## config.mk

```make
export PLATFORM = sky130hd
export DESIGN_NAME = board_scrambler
export DESIGN_NICKNAME = d
export VERILOG_FILES = /design/src/rtl/board_scrambler.sv
export SDC_FILE = /design/constraint.sdc
export NUM_CORES = 1
export LEC_CHECK = 0
export BUFFER_PORTS_ARGS = -buffer_cell sky130_fd_sc_hd__buf_2
export CELL_PAD_IN_SITES_DETAIL_PLACEMENT = 1
export CELL_PAD_IN_SITES_GLOBAL_PLACEMENT = 1
export CORE_UTILIZATION = 48
export DETAILED_ROUTE_END_ITERATION = 8
export PLACE_DENSITY = 0.82
export SYNTH_ARGS = -nofsm -noshare
export SYNTH_HDL_FRONTEND = slang
export SYNTH_SLANG_ARGS = --single-unit
```

## constraint.sdc

```tcl
create_clock -name clk -period 6.13 [get_ports clk]
set_input_delay 0.3065 -clock clk [delete_from_list [all_inputs] [get_ports clk]]
set_output_delay 0.3065 -clock clk [all_outputs]
set_load 0.01 [all_outputs]
```

## src/rtl/board_scrambler.sv

```systemverilog
// Puzzle-board scrambler: walks a free-running Galois LFSR to pick row/column
// toggle moves and strobes them one at a time toward the cell array.
module board_scrambler #(
  parameter logic [15:0] SEED = 16'hACE1,
  parameter int          GAP  = 4
) (
  input  logic        clk,
  input  logic        reset,
  input  logic        start,
  input  logic        abort,
  input  logic        seed_load,
  input  logic [15:0] seed,
  input  logic [5:0]  move_count,
  output logic [3:0]  row,
  output logic [3:0]  col,
  output logic        fire,
  output logic        busy,
  output logic        done
);

  typedef enum logic [2:0] {
    ST_IDLE,
    ST_SETUP,
    ST_FIRE,
    ST_HOLD,
    ST_GAP,
    ST_DONE
  } state_t;

  localparam logic [15:0] LFSR_MASK = 16'hB400;
  localparam logic [7:0]  GAP_LAST  = 8'(GAP - 1);

  state_t      state, next_state;
  logic [15:0] lfsr, next_lfsr;
  logic [5:0]  remaining, next_remaining;
  logic [7:0]  gap_cnt, next_gap_cnt;
  logic [2:0]  prev_move, next_prev_move;
  logic        prev_valid, next_prev_valid;
  logic [3:0]  next_row, next_col;
  logic        next_fire, next_done;
  logic [1:0]  pick_idx;
  logic [3:0]  pick_onehot;

  // A zero seed would lock the LFSR, so it falls back to SEED.
  always_comb begin
    if (seed_load) begin
      next_lfsr = (seed == 16'h0000) ? SEED : seed;
    end else if (lfsr[0]) begin
      next_lfsr = (lfsr >> 1) ^ LFSR_MASK;
    end else begin
      next_lfsr = lfsr >> 1;
    end
  end

  // Bump the index when the draw would undo the move just made.
  always_comb begin
    pick_idx = lfsr[1:0];
    if (state == ST_GAP && prev_valid && prev_move == lfsr[2:0]) begin
      pick_idx = lfsr[1:0] + 2'd1;
    end
    pick_onehot = 4'b0001 << pick_idx;
  end

  always_comb begin
    next_state      = state;
    next_remaining  = remaining;
    next_gap_cnt    = gap_cnt;
    next_prev_move  = prev_move;
    next_prev_valid = prev_valid;
    next_row        = row;
    next_col        = col;
    next_fire       = 1'b0;
    next_done       = 1'b0;

    case (state)
      ST_IDLE: begin
        next_prev_valid = 1'b0;
        next_row        = 4'b0000;
        next_col        = 4'b0000;
        if (start && !abort) begin
          if (move_count != 6'd0) begin
            next_state      = ST_SETUP;
            next_remaining  = move_count;
            next_prev_valid = 1'b1;
            next_prev_move  = {lfsr[2], pick_idx};
            next_row        = lfsr[2] ? 4'b0000 : pick_onehot;
            next_col        = lfsr[2] ? pick_onehot : 4'b0000;
          end else begin
            next_state = ST_DONE;
            next_done  = 1'b1;
          end
        end
      end
      ST_SETUP: begin
        next_state = ST_FIRE;
        next_fire  = 1'b1;
      end
      ST_FIRE: begin
        next_state = ST_HOLD;
      end
      ST_HOLD: begin
        next_state     = ST_GAP;
        next_remaining = remaining - 6'd1;
        next_gap_cnt   = GAP_LAST;
        next_row       = 4'b0000;
        next_col       = 4'b0000;
      end
      ST_GAP: begin
        if (gap_cnt != 8'd0) begin
          next_gap_cnt = gap_cnt - 8'd1;
        end else if (remaining != 6'd0) begin
          next_state      = ST_SETUP;
          next_prev_valid = 1'b1;
          next_prev_move  = {lfsr[2], pick_idx};
          next_row        = lfsr[2] ? 4'b0000 : pick_onehot;
          next_col        = lfsr[2] ? pick_onehot : 4'b0000;
        end else begin
          next_state = ST_DONE;
          next_done  = 1'b1;
        end
      end
      ST_DONE: begin
        next_state = ST_IDLE;
      end
      default: begin
        next_state = ST_IDLE;
        next_row   = 4'b0000;
        next_col   = 4'b0000;
      end
    endcase

    if (abort && state != ST_IDLE) begin
      next_state      = ST_IDLE;
      next_remaining  = 6'd0;
      next_prev_valid = 1'b0;
      next_row        = 4'b0000;
      next_col        = 4'b0000;
      next_fire       = 1'b0;
      next_done       = 1'b0;
    end
  end

  always_ff @(posedge clk or posedge reset) begin
    if (reset) begin
      state      <= ST_IDLE;
      lfsr       <= SEED;
      remaining  <= 6'd0;
      gap_cnt    <= 8'd0;
      prev_move  <= 3'd0;
      prev_valid <= 1'b0;
      row        <= 4'b0000;
      col        <= 4'b0000;
      fire       <= 1'b0;
      done       <= 1'b0;
    end else begin
      state      <= next_state;
      lfsr       <= next_lfsr;
      remaining  <= next_remaining;
      gap_cnt    <= next_gap_cnt;
      prev_move  <= next_prev_move;
      prev_valid <= next_prev_valid;
      row        <= next_row;
      col        <= next_col;
      fire       <= next_fire;
      done       <= next_done;
    end
  end

  assign busy = (state != ST_IDLE);

endmodule

```

==> impl_metrics.toml <==
[place]
hpwl_um = 4758
gp_congestion = 0.8323
numPortBuffers = 37
place_area_um2 = 2855

[die]
io_pins = 38
die-area_um2 = 5830
core_area_um2 = 5205
start_util_pct = 50.99
num_rows = 26
die_y_um = 76.36
die_x_um = 76.36

[clocking]
cts.root.buffer_cell = "clkbuf_8"
cts_resized = 0
cts_tree = "done"
htreeDepth = 2
path_clk_slew_ps = 100
clock_path_buffers = 2
cts_sinks = 47
cts_buffers = 5
post_cts_buffers = 0
ctsHoldBuffers = 0
clock_latency_ps = 310

[critical_path]
timing.rr.start = "state[2]"
startpoint = "state[2]"
max_stage_delay_ps = 740
cp-end-kind = "register"
path_buf_inv = 0
worst_path_max_delay_cell = "dfrtp_1"
worstPathArrival_ps = 2490
r2r_cells = 4
required_ps = 6330
worstPathMaxFanout = 23
cp_num_cells = 4
crit_chain = "nor3b_2 -> o2111ai_1 -> nand2_1 -> mux2_2"
reg2reg_slack_ps = 3840
start_kind = "register"
critical_path_class = "register to register"
cpLargestDelayFamily = "simple AND/OR/NAND/NOR gates"
r2r-end = "prev_move[2]"
cp-endpoint = "prev_move[2]"

[synth]
synth_nets = 290
async_flop_share_pct = 100.0
ys_types = 64
yosys.area.top_type = "dfrtp_1"
yosys_warnings = 0
postSynthCellCount = 260
synth_edf_count = 0
ys.flop_type = "dfrtp_1"
ys_ff_latch = 47
avgSynthCellArea_um2 = 10.21
synth_area_leaders = "dfrtp_1 37%, dfstp_2 7.9%, mux2_2 3.8%"
synth_top_area_share_pct = 36.78
synth-seq-area-share_pct = 44.70
syn_area_um2 = 2654

[timing]
max_slew_margin_pct = 35.42
fin_crit_sh_pct = 37.37
setup_viol = 0
setup_tns_ps = 0
worst_slew_pin_slew_ps = 967.3
fin_worst_skew_ps = 12.34
min_period_ps = 2290
rsz0062_at_grt = "false"
hold_viol_final = 0
finalMaxSlewViolations = 0
clock.fmax_ghz = 0.4366

[flow_run]
drv_cap = 0

[run_status]
outcome = "complete, no violations"

[cells_and_area]
syn_to_final_growth_pct = 11.98
fin_util_pct = 57.09
design_area_um2 = 2972
layout_commonest_cell = "dfrtp_1"
final_cell_mix = "39 x dfrtp_1, 37 x buf_2, 17 x inv_1, 17 x nor2_1"
diodes = 0
drive_gt1_share_pct = 25.95
finalNetCount = 318

[grt]
grt_overflow = 0
grtUsageMet2_pct = 38.56
gr-usage-met3_pct = 2.754
top_usage_layer = "met2"
met1_usage_pct = 32.21
grt_max_degree = 48
antenna_found_initial = 0
grt_first_pass_wirelength_um = 10920
grt_pass1_vias = 2136
grt_usage_pct = 23.38

[routing]
ant_nets = 0
wl_per_cell_um = 17.79
vias = 2173
wirelength_um = 6388
drt-pass1-iter-count = 4
vias_per_cell = 6.053
first_iter_violations = 66
drc = 0

[pwr]
power_density_nw_per_um2 = 329.7
p_leak_nw = 1.266
ir_worst_vdd_v = 0.0001374

[worst_hold_path]
min_path_type = "input port to async pin"
-- flip-flops by register name, indices dropped and copies added (netlist names) --
signal,cells
remaining,6
prev_move,3
row,4
state,3
fire,1
prev_valid,1
gap_cnt,8
done,1
col,4
lfsr,16
-- stage by stage --
step	cells	setup slack, ps	hold WS [ps]	total power, mW
2_1_floorplan	260	4154	423.3	0.6672
3_3_place_gp	351	3901	460.7	0.7342
3_5_place_dp	351	3803	469.7	0.7455
4_1_cts	359	3814	217.0	0.9858
5_1_grt	359	3641	224.6	1.038
6_report	359	3840	214.7	0.9798
-- cell usage after synthesis (4+ instances only) --
library cell	instances
dfrtp_1	39
inv_1	18
nor2_1	17
clkbuf_1	10
nor4_1	10
o21ai_0	10
mux2_2	9
o211ai_1	9
dfstp_2	8
o22a_1	8
a21oi_1	6
a31oi_1	6
mux2i_1	6
o31ai_1	6
xor2_1	6
nand2_1	5
nand4_1	5
xnor2_1	5
nor3_1	4
o22ai_1	4
o32ai_1	4
-- where the power goes --
group | leakage, nW | total (mW) | switching (mW) | internal, mW
Sequential | 0.585 | 0.445 | 0.0736 | 0.371
Clock | 0.0587 | 0.237 | 0.113 | 0.124
Combinational | 0.622 | 0.298 | 0.179 | 0.119
Total | 1.27 | 0.980 | 0.366 | 0.614
-- kinds of logic after synthesis --
group	Yosys count	share of synthesized area, %
AOI/OAI and AO/OA	78	22.02
and+or+nand+nor	72	16.93
DFF	47	44.70
buffers and inverters	34	5.233
muxes	15	6.082
xor gates and xnor gates	11	3.630
adders and majority gates	3	1.415
-- layout make-up --
| cell class | count | area (µm²) |
|---|---|---|
| Clock buffer | 5 | 68.82 |
| Fill cell | 590 | 2233 |
| Timing Repair Buffer | 37 | 185.2 |
| Inverter | 18 | 67.56 |
| Sequential cell | 47 | 1186 |
| Tap cell | 70 | 87.58 |
| Multi-Input combinational cell | 179 | 1329 |
| Clock inverter | 3 | 47.55 |
-- how the worst min path moves through the flow --
stage,startpoint,to,cells past startpoint
after global placement,lfsr[4],lfsr[3],1
after global routing,seed[5],lfsr[5],2
after floorplan,seed[12],lfsr[12],2
final,reset,prev_move[2],2
after CTS,seed[6],lfsr[6],2
after detailed placement,lfsr[3],lfsr[2],1
-- metal layers --
layer	up-vias	part of all wire (%)
met1	1070	47
met3	5	2.6
met2	37	49
li1	1061	-
met4	0	0.92
met5	-	0
Power figures use the tool's default switching activity.
